File: config.mk
export PLATFORM = sky130hd
export DESIGN_NAME = tbus_arbiter
export DESIGN_NICKNAME = d
export VERILOG_FILES = /design/src/rtl/tbus_arbiter.sv
export SDC_FILE = /design/constraint.sdc
export NUM_CORES = 1
export LEC_CHECK = 0
export CAP_MARGIN = 20
export CORE_AREA = 2 2 306 308
export DETAILED_ROUTE_END_ITERATION = 8
export DIE_AREA = 0 0 308 310
export HOLD_SLACK_MARGIN = 0.12
export REMOVE_ABC_BUFFERS = 1
export SKIP_CTS_REPAIR_TIMING = 1
export SYNTH_ARGS = -nofsm -noshare
export SYNTH_HDL_FRONTEND = slang
export SYNTH_SLANG_ARGS = --single-unit
export TNS_END_PERCENT = 50
File: constraint.sdc
create_clock -name clock -period 1.9 [get_ports clock]
set_clock_uncertainty 0.1 [all_clocks]
set_input_delay 0.19 -clock clock [delete_from_list [all_inputs] [get_ports clock]]
set_output_delay 0.19 -clock clock [all_outputs]
set_load 0.02 [all_outputs]
File: src/rtl/tbus_arbiter.sv
// rtl/tbus_arbiter.sv - two-port round-robin tbus arbiter with a single outstanding transaction
module tbus_arbiter #(
   parameter int ADDR_WIDTH   = 64,
   parameter int DATA_WIDTH   = 64,
   parameter int OPTYPE_WIDTH = 2
) (
   input  logic                    clock,
   input  logic                    reset_n,
   input  logic                    p0_tbus_index_valid,
   output logic                    p0_tbus_index_ready,
   input  logic [ADDR_WIDTH-1:0]   p0_tbus_index,
   input  logic [DATA_WIDTH-1:0]   p0_tbus_write_data,
   input  logic [DATA_WIDTH-1:0]   p0_tbus_write_mask,
   input  logic [OPTYPE_WIDTH-1:0] p0_tbus_operation_type,
   output logic [DATA_WIDTH-1:0]   p0_tbus_read_data,
   output logic                    p0_tbus_operation_done,
   input  logic                    p0_flush,
   input  logic                    p1_tbus_index_valid,
   output logic                    p1_tbus_index_ready,
   input  logic [ADDR_WIDTH-1:0]   p1_tbus_index,
   input  logic [DATA_WIDTH-1:0]   p1_tbus_write_data,
   input  logic [DATA_WIDTH-1:0]   p1_tbus_write_mask,
   input  logic [OPTYPE_WIDTH-1:0] p1_tbus_operation_type,
   output logic [DATA_WIDTH-1:0]   p1_tbus_read_data,
   output logic                    p1_tbus_operation_done,
   output logic                    mem_tbus_index_valid,
   input  logic                    mem_tbus_index_ready,
   output logic [ADDR_WIDTH-1:0]   mem_tbus_index,
   output logic [DATA_WIDTH-1:0]   mem_tbus_write_data,
   output logic [DATA_WIDTH-1:0]   mem_tbus_write_mask,
   output logic [OPTYPE_WIDTH-1:0] mem_tbus_operation_type,
   input  logic [DATA_WIDTH-1:0]   mem_tbus_read_data,
   input  logic                    mem_tbus_operation_done
);

   typedef enum logic [1:0] {IDLE, ISSUE, BUSY} state_t;

   state_t                  state;
   logic                    owner;
   logic                    last_grant;
   logic                    drop;
   logic [ADDR_WIDTH-1:0]   index_q;
   logic [DATA_WIDTH-1:0]   write_data_q;
   logic [DATA_WIDTH-1:0]   write_mask_q;
   logic [OPTYPE_WIDTH-1:0] operation_type_q;

   logic       req0;
   logic       req1;
   logic [1:0] win;
   logic       owner_flush;
   logic       done_fwd;

   assign req0 = p0_tbus_index_valid & ~p0_flush;
   assign req1 = p1_tbus_index_valid;

   // On a tie the port that did not win last time gets the grant.
   always_comb begin
      win = 2'b00;
      if (state == IDLE) begin
         if (req0 && req1)
            win = last_grant ? 2'b01 : 2'b10;
         else
            win = {req1, req0};
      end
   end

   assign p0_tbus_index_ready = win[0];
   assign p1_tbus_index_ready = win[1];

   // A flush only concerns transactions owned by the load/store port.
   assign owner_flush = ~owner & p0_flush;

   assign mem_tbus_index_valid    = (state == ISSUE) & ~owner_flush;
   assign mem_tbus_index          = index_q;
   assign mem_tbus_write_data     = write_data_q;
   assign mem_tbus_write_mask     = write_mask_q;
   assign mem_tbus_operation_type = operation_type_q;

   assign done_fwd = (state == BUSY) & mem_tbus_operation_done & ~(drop | owner_flush);
   assign p0_tbus_operation_done = done_fwd & ~owner;
   assign p1_tbus_operation_done = done_fwd & owner;
   assign p0_tbus_read_data      = owner ? '0 : mem_tbus_read_data;
   assign p1_tbus_read_data      = owner ? mem_tbus_read_data : '0;

   always_ff @(posedge clock or negedge reset_n) begin
      if (!reset_n) begin
         state            <= IDLE;
         owner            <= 1'b0;
         last_grant       <= 1'b1;
         drop             <= 1'b0;
         index_q          <= '0;
         write_data_q     <= '0;
         write_mask_q     <= '0;
         operation_type_q <= '0;
      end else begin
         case (state)
            IDLE: begin
               if (|win) begin
                  owner      <= win[1];
                  last_grant <= win[1];
                  drop       <= 1'b0;
                  state      <= ISSUE;
                  if (win[1]) begin
                     index_q          <= p1_tbus_index;
                     write_data_q     <= p1_tbus_write_data;
                     write_mask_q     <= p1_tbus_write_mask;
                     operation_type_q <= p1_tbus_operation_type;
                  end else begin
                     index_q          <= p0_tbus_index;
                     write_data_q     <= p0_tbus_write_data;
                     write_mask_q     <= p0_tbus_write_mask;
                     operation_type_q <= p0_tbus_operation_type;
                  end
               end
            end
            ISSUE: begin
               // Flush beats ready so a cancelled request never reaches the slave.
               if (owner_flush)
                  state <= IDLE;
               else if (mem_tbus_index_ready)
                  state <= BUSY;
            end
            BUSY: begin
               if (owner_flush)
                  drop <= 1'b1;
               if (mem_tbus_operation_done)
                  state <= IDLE;
            end
            default: state <= IDLE;
         endcase
      end
   end

endmodule
==> results_dict.tcl, run 1 <==
set metrics [dict create \
    crit_type "flip-flop to flip-flop" \
    netlist.top_cell.by_area "dfrtp_1" \
    synth_top_area_share_pct 52.2 \
    status "complete, but fails checks" \
    instances_no_fill 2883 \
    placementRows 112 \
    power.leakage_nw 9.43 \
    avgSynthCellArea_um2 11.3 \
    worst_r2r_path_depth 9 \
    yosysMostFrequentCell "dfrtp_1" \
    finalHoldViolations 0 \
    vias_per_cell 3.87 \
    critPathBufInv 6 \
    crit_chain "nor4b_4, buf_12, buf_4, buf_12, buf_16, buf_12, clkbuf_16, and3_1, a221o_1" \
    port_buffers 785 \
    yosysWarnings 0 \
    finalSetupViolations 300 \
    fin_ws_ps -229 \
    rsz0062_at_grt "true" \
    synth_area_mm2 0.00949 \
    dp_cells 2793 \
    synth.area.top_cells "dfrtp_1, a221o_1, and3_1" \
    start_kind "flip-flop" \
    final_layout_size_suffix_gt1_share_pct 22.2 \
    synth-async-reset-ratio_pct 100 \
    htreeDepth 4 \
    place_hpwl_um 57500 \
    synth_top_flop_cell "dfrtp_1" \
    min-delay-start "p1_tbus_write_mask[54]" \
    grt_pass1_vias 10700 \
    avgRoutedWirePerCell_um 25.7 \
    cts_root_buf "clkbuf_16" \
    finalNetCount 2125 \
    critPathMaxFanout 15 \
    period_needed_ps 2130 \
    cp-end-kind "flip-flop" \
    antenna_found_initial 21 \
    vdd_drop_max_mv 0.675 \
    numCtsBuffers 17 \
    drt.antenna.violating_nets 0 \
    max_freq_mhz 470 \
    cp_data_arrival_time_ps 2460 \
    ys_types 21 \
    crit-reg2reg-capture "mem_tbus_write_data[9]$_DFFE_PN0P_" \
    r2r-start "state[0]$_DFFE_PN0P_" \
    die_area_mm2 0.0955 \
    yosysSeqAreaShare_pct 52.5 \
    fillers 9982 \
    clkTransAtPathRegs_ps 100 \
    min_path_cells 2 \
    crit_top_cell "buf_12" \
    path_delay_family "buffers and inverters" \
    fin_crit_sh_pct 112 \
    synth_edf_count 0 \
    clock-sinks 199 \
    syn2layout_area_growth_pct 126 \
    grt_pass1_wl_um 90800 \
    cpPeakStageDelay_ps 470 \
    crit_required_ps 2230 \
    relSlewSlack_pct 64.0 \
    slew_violations 0 \
    worstHoldPathType "primary input to flip-flop" \
    slowest_stage "dfrtp_2" \
    gr-usage-all-layers_pct 14.0 \
    io_pins 786 \
    fp.coreArea_mm2 0.0925 \
    drv_cap 0 \
    die_h_um 310 \
    die_w_um 308 \
    place.gp.congestion 0.823 \
    drt_wl_total_um 74000 \
    drc 0 \
    ys_ff_latch 199 \
    r2r_setup_slack_ps -230 \
    p_per_area_mw_per_mm2 1540 \
    grt_max_degree 74 \
    tns_ps -33810 \
    clkLatencyLatePin_ps 500 \
    initial_utilization_pct 10.3 \
    synth_cells 837 \
    dr.pass1.iters 5 \
    vias 11200 \
    violations "setup timing" \
    cts_tree "built" \
    clock_path_buffers 2 \
    synth_commonest_cells "dfrtp_1, a221o_1, and3_1, clkbuf_1, nor2b_1" \
    drt_iter0_markers 781 \
    grt_overflow 0 \
    tightest_slew_ps 540 \
    hold_path_end "mem_tbus_write_mask[54]$_DFFE_PN0P_" \
]
## worst register-to-register path, stage by stage, from the launching register on
cell and delay, ps:
dfrtp_2 470, nor4b_4 440, buf_12 170, buf_4 120, buf_12 100, buf_16 130
buf_12 130, clkbuf_16 150, and3_1 170, a221o_1 100
## worst max-delay path by stage
stage               cells after the start  slack (ps)                  from                                  to
finish                                  9        -230  state[0]$_DFFE_PN0P_  mem_tbus_write_data[9]$_DFFE_PN0P_
CTS                                     4        -870  state[0]$_DFFE_PN0P_                 p0_tbus_index_ready
global placement                        6        -650              p0_flush                 p0_tbus_index_ready
global route                            4        -340  state[0]$_DFFE_PN0P_                 p0_tbus_index_ready
floorplan                               3       -5710   p0_tbus_index_valid       mem_tbus_index[0]$_DFFE_PN0P_
detailed placement                      6        -610              p0_flush                 p0_tbus_index_ready
## state kept, by name (all words and copies together) (netlist names)
name,count
drop,1
last_grant,1
mem_tbus_index,64
mem_tbus_operation_type,2
mem_tbus_write_data,64
mem_tbus_write_mask,64
owner,1
state,2
## area by class of cell
type                    count  area (um2)  share of cell area, %
multi-input cells         536        4420                   20.5
clock inverters            14         185                  0.862
diodes                      7        17.5                 0.0815
well taps                1197        1500                   6.97
repair buffers            908        9930                   46.2
clock buffers              18         439                   2.04
inverters                   4        15.0                 0.0699
flip-flops and latches    199        4990                   23.2
## per-stage QoR
step / setup WS (ps) / utilization, % / hold WS, ps / area, um2 / power, mW
after floorplan: -5710 / - / -206 / 9110 / 14.9
after global placement: -649 / 21.4 / 20.9 / 19800 / 27.0
after detailed placement: -612 / 21.4 / 26.0 / 19800 / 27.0
after CTS: -868 / 22.1 / -555 / 20400 / 31.5
after global routing: -337 / 23.2 / 162 / 21500 / 34.6
final: -229 / 23.2 / 192 / 21500 / 33.0
## per-layer routing
metal | vias to the layer above | GRT usage [%] | wire, um
met2 | 597 | 23.9 | 36600
met5 | - | 0 | 70
met4 | 12 | 3.23 | 1280
li1 | 4933 | - | -
met3 | 69 | 5.81 | 7340
met1 | 5558 | 16.3 | 28700
## logic make-up (layout without fill, tap and decap cells)
family	count (synthesis)	after routing	share of synthesized area [%]
other	0	7	0
flip-flops	199	199	52.5
buffers and inverters	102	944	4.22
AO/OA/AOI/OAI	202	202	21.3
AND/OR/NAND/NOR	334	334	22.0
## cell usage in the layout (no fill, tap or decap), types with 2 or more instances in the layout
cell type / instances
clkdlybuf4s50_1: 647
dfrtp_1: 195
a221o_1: 194
and3_1: 182
buf_4: 98
buf_12: 83
nor2b_1: 55
and2_4: 52
clkbuf_16: 33
buf_6: 24
clkbuf_2: 18
and2_1: 13
and3_4: 12
nor2b_4: 9
buf_8: 9
diode_2: 7
dlymetal6s2s_1: 6
inv_1: 4
inv_6: 4
clkinv_4: 4
buf_2: 4
nor2b_2: 3
a21o_1: 3
nor2_1: 2
clkinv_8: 2
bufinv_16: 2
inv_8: 2
buf_16: 2
dfrtp_2: 2
## power by group
part           internal, mW  switching (mW)
combinational          10.7            10.3
clock                  2.05            2.17
sequential             6.31            1.46
total                  19.1            14.0
Note: power is estimated with default switching activity, not from simulation.
==> run 2, diff against run 1 <==
--- a/config.mk
+++ b/config.mk
@@ -10,6 +10,7 @@
 export DETAILED_ROUTE_END_ITERATION = 8
 export DIE_AREA = 0 0 308 310
 export HOLD_SLACK_MARGIN = 0.12
+export PLACE_DENSITY = 0.41
 export REMOVE_ABC_BUFFERS = 1
 export SKIP_CTS_REPAIR_TIMING = 1
 export SYNTH_ARGS = -nofsm -noshare
==> results_dict.tcl, run 2 (synthesis gave the netlist of run 1 again) <==
set metrics [dict create \
    r2r_setup_slack_ps -190 \
    htreeDepth 4 \
    place_hpwl_um 53400 \
    avgRoutedWirePerCell_um 24.6 \
    drv_cap 0 \
    max_freq_mhz 451 \
    tightest_slew_ps 432 \
    clock_path_buffers 2 \
    status "complete, but fails checks" \
    final_layout_size_suffix_gt1_share_pct 23.8 \
    layout.cells.most_common "clkdlybuf4s50_1" \
    fin_crit_sh_pct 117 \
    numCtsBuffers 17 \
    io_pins 786 \
    fillers 9900 \
    dr.pass1.iters 4 \
    violations "setup timing" \
    grt_pass1_vias 11300 \
    place_ws_ps -497 \
    finalSetupViolations 221 \
    period_needed_ps 2220 \
    slew_violations 0 \
    grt_pass1_wl_um 88800 \
    p_per_area_mw_per_mm2 1520 \
    vdd_drop_max_mv 0.681 \
    drc 0 \
    clock-sinks 199 \
    die_area_mm2 0.0955 \
    worstHoldPathType "primary input to flip-flop" \
    vias_per_cell 3.83 \
    cp-end-kind "primary output" \
    finalPower_mw 32.8 \
    crit_required_ps 1610 \
    min-delay-start "p0_flush" \
    vias 11100 \
    crit_type "flip-flop to primary output" \
    tns_ps -24280 \
    power.leakage_nw 9.77 \
    crit_start "state[0]$_DFFE_PN0P_" \
    grt_max_degree 87 \
    cts_root_buf "clkbuf_16" \
    drt.antenna.violating_nets 0 \
    cp_data_arrival_time_ps 1930 \
    place.gp.congestion 0.838 \
    drt_wl_total_um 71100 \
    gr-usage-all-layers_pct 13.2 \
    finalHoldViolations 0 \
    syn2layout_area_growth_pct 128 \
    fp.coreArea_mm2 0.0925 \
    clkTransAtPathRegs_ps 90 \
    fin_ws_ps -319 \
    critPathMaxFanout 6 \
    rsz0062_at_grt "true" \
    antenna_found_initial 11 \
    drt_iter0_markers 613 \
    placementRows 112 \
    grt_overflow 0 \
    initial_utilization_pct 10.3 \
    port_buffers 785 \
    relSlewSlack_pct 71.2 \
    die_w_um 308 \
    clkLatencyLatePin_ps 500 \
    start_kind "flip-flop" \
    die_h_um 310 \
    r2r-start "state[0]$_DFFE_PN0P_" \
    multiInputGateArea_mm2 0.00455 \
    most-common-layout-cells "clkdlybuf4s50_1, dfrtp_1, a221o_1" \
    finalNetCount 2141 \
    seqCellArea_mm2 0.00499 \
    cts_tree "built" \
]
## run 2: cell types whose count changed in the layout (fill, tap and decap cells not counted), sizes merged
| cell | change |
|---|---|
| buf | +40 |
| bufinv | -1 |
| clkbuf | -16 |
| clkdlybuf4s50 | -24 |
| clkinv | -5 |
| clkinvlp | +5 |
| diode | -4 |
| dlymetal6s2s | +18 |
| inv | -2 |
## run 2: layout make-up
| cell class | count | area share (%) |
|---|---|---|
| Timing Repair Buffer | 924 | 46.2 |
| Clock inverter | 11 | 0.532 |
| Inverter | 4 | 0.0695 |
| Sequential cell | 199 | 23.1 |
| Tap cell | 1197 | 6.93 |
| Antenna cell | 3 | 0.0347 |
| Multi-Input combinational cell | 536 | 21.0 |
| Clock buffer | 20 | 2.11 |
## run 2: power by group
part	leakage, nW	total (mW)	internal, mW	switching (mW)
combinational	7.05	21.1	10.8	10.3
sequential	2.45	7.81	6.32	1.50
clock	0.267	3.85	1.90	1.95
total	9.77	32.8	19.0	13.8
## run 2: metal layers
layer,track usage [%],part of all wire (%)
met5,0,0
met4,5.31,3.4
met3,3.53,6.6
met2,22.8,50
met1,15.5,40
## run 2: path summary, 6_finish.rpt
check                           cells after the start                                  end
worst max register to register                      7  mem_tbus_write_data[19]$_DFFE_PN0P_
worst min register to register                      2                     drop$_DFFE_PN0P_
max in group asynchronous                           4  mem_tbus_write_mask[50]$_DFFE_PN0P_
worst max-delay path                                4                  p0_tbus_index_ready
min in group asynchronous                           3  mem_tbus_write_mask[25]$_DFFE_PN0P_
worst min-delay path                                4                     drop$_DFFE_PN0P_
## run 2: critical path: stages, from the launching register on
cell and delay (ps):
dfrtp_2 470, nor4b_4 420, clkbuf_16 250, and2_4 150, buf_6 110
## run 2: through the flow
stage / hold WS [ps] / cells / utilization (%) / cell area [um2]
after floorplan: -206 / 739 / - / 9110
after global placement: -8.47 / 2809 / 21.4 / 19800
after detailed placement: -2.67 / 2809 / 21.4 / 19800
after CTS: -574 / 2840 / 22.0 / 20400
after global routing: 153 / 2891 / 23.4 / 21600
final: 168 / 2894 / 23.4 / 21600
==> run 3, diff against run 2 <==
--- a/config.mk
+++ b/config.mk
@@ -7,6 +7,7 @@
 export LEC_CHECK = 0
 export CAP_MARGIN = 20
 export CORE_AREA = 2 2 306 308
+export CTS_CLUSTER_SIZE = 8
 export DETAILED_ROUTE_END_ITERATION = 8
 export DIE_AREA = 0 0 308 310
 export HOLD_SLACK_MARGIN = 0.12
@@ -16,4 +17,3 @@
 export SYNTH_ARGS = -nofsm -noshare
 export SYNTH_HDL_FRONTEND = slang
 export SYNTH_SLANG_ARGS = --single-unit
-export TNS_END_PERCENT = 50
==> results_dict.tcl, run 3 (synthesis gave the netlist of run 1 again) <==
set metrics [dict create \
    syn2layout_area_growth_pct 130 \
    crit_required_ps 1610 \
    max_freq_mhz 449 \
    gr-usage-all-layers_pct 13.2 \
    start_kind "flip-flop" \
    grt_pass1_wl_um 88800 \
    initial_utilization_pct 10.3 \
    finalPower_mw 33.2 \
    cp-end-kind "primary output" \
    crit_start "state[0]$_DFFE_PN0P_" \
    fin_crit_sh_pct 117 \
    drt_iter0_markers 651 \
    place.gp.congestion 0.838 \
    dp_cells 2809 \
    layout.cells.most_common "clkdlybuf4s50_1" \
    crit_chain "nor4b_4, clkbuf_16, and2_4, buf_6" \
    place_ws_ps -497 \
    clock-sinks 199 \
    vias_per_cell 3.86 \
    final_layout_size_suffix_gt1_share_pct 24.4 \
    dr.pass1.iters 5 \
    r2r_setup_slack_ps -210 \
    fin_ws_ps -329 \
    avgRoutedWirePerCell_um 24.8 \
    slowest_stage "dfrtp_2" \
    worstHoldPathType "primary input to asynchronous set/reset pin" \
    numCtsBuffers 17 \
    place_hpwl_um 53400 \
    placementRows 112 \
    die_area_mm2 0.0955 \
    clkLatencyLatePin_ps 500 \
    cp_data_arrival_time_ps 1940 \
    final_util_pct 23.6 \
    power.leakage_nw 9.88 \
    violations "setup timing" \
    grt_max_degree 87 \
    worst_r2r_path_depth 7 \
    die_w_um 308 \
    path_delay_family "simple AND/OR/NAND/NOR gates" \
    crit-reg2reg-capture "mem_tbus_write_data[57]$_DFFE_PN0P_" \
    finalHoldViolations 0 \
    drt.antenna.violating_nets 0 \
    finalNetCount 2154 \
    status "complete, but fails checks" \
    clock_path_buffers 2 \
    place_area_mm2 0.0198 \
    vdd_drop_max_mv 0.681 \
    fillers 9889 \
    drc 0 \
    cts_tree "built" \
    critPathBufInv 2 \
    hold_slack_ps 171 \
    crit_end "p0_tbus_index_ready" \
    most-common-layout-cells "clkdlybuf4s50_1, dfrtp_1, a221o_1" \
    path_depth 4 \
    r2r-start "state[0]$_DFFE_PN0P_" \
    period_needed_ps 2230 \
    die_h_um 310 \
    vias 11200 \
    antenna_found_initial 13 \
    slew_violations 0 \
    grt_overflow 0 \
    p_per_area_mw_per_mm2 1520 \
    htreeDepth 4 \
    drt_wl_total_um 72300 \
    clkTransAtPathRegs_ps 90 \
    relSlewSlack_pct 70.6 \
    cpPeakStageDelay_ps 470 \
    fp.coreArea_mm2 0.0925 \
    instances_no_fill 2910 \
    port_buffers 785 \
    tightest_slew_ps 441 \
    io_pins 786 \
    final_area_mm2 0.0218 \
    tns_ps -26320 \
    crit_type "flip-flop to primary output" \
    rsz0062_at_grt "true" \
    critPathMaxFanout 6 \
    finalSetupViolations 240 \
    drv_cap 0 \
    cts_root_buf "clkbuf_16" \
    grt_pass1_vias 11300 \
]
run 3: area by class of cell:
type / count / area (um2) / share of cell area, %
clock inverters: 11 / 115 / 0.528
clock buffers: 20 / 457 / 2.09
multi-input cells: 536 / 4530 / 20.8
well taps: 1197 / 1500 / 6.87
repair buffers: 937 / 10200 / 46.7
flip-flops and latches: 199 / 4990 / 22.9
diodes: 6 / 15.0 / 0.0689
inverters: 4 / 15.0 / 0.0689
run 3: how the worst min path moves through the flow:
| stage | start | end | slack, ps | cells after the start |
|---|---|---|---|---|
| 6_report | reset_n | mem_tbus_write_mask[18]$_DFFE_PN0P_ | 170 | 3 |
| 2_1_floorplan | reset_n | drop$_DFFE_PN0P_ | -210 | 0 |
| 5_1_grt | reset_n | mem_tbus_write_mask[25]$_DFFE_PN0P_ | 150 | 3 |
| 3_3_place_gp | reset_n | mem_tbus_write_mask[36]$_DFFE_PN0P_ | -8 | 1 |
| 3_5_place_dp | reset_n | mem_tbus_write_mask[36]$_DFFE_PN0P_ | -3 | 1 |
| 4_1_cts | reset_n | mem_tbus_write_mask[36]$_DFFE_PN0P_ | -570 | 1 |
run 3: power by group:
part	internal, mW	leakage (nW)	switching [mW]
sequential	6.32	2.45	1.50
clock	1.90	0.267	1.96
combinational	11.1	7.16	10.5
total	19.3	9.88	14.0
run 3: layer usage:
| layer | global-route usage [%] | vias to the layer above | share of wire (%) |
|---|---|---|---|
| met5 | 0 | - | 0 |
| li1 | - | 4983 | - |
| met3 | 3.53 | 53 | 6.9 |
| met1 | 15.5 | 5626 | 40 |
| met2 | 22.8 | 558 | 50 |
| met4 | 5.31 | 0 | 3.5 |
run 3: worst register-to-register path, cell delays in order (launching register included):
cell	delay (ps)
dfrtp_2	470
nor4b_4	430
clkbuf_16	260
buf_4	140
buf_12	150
clkbuf_16	230
and3_4	170
a221o_1	100
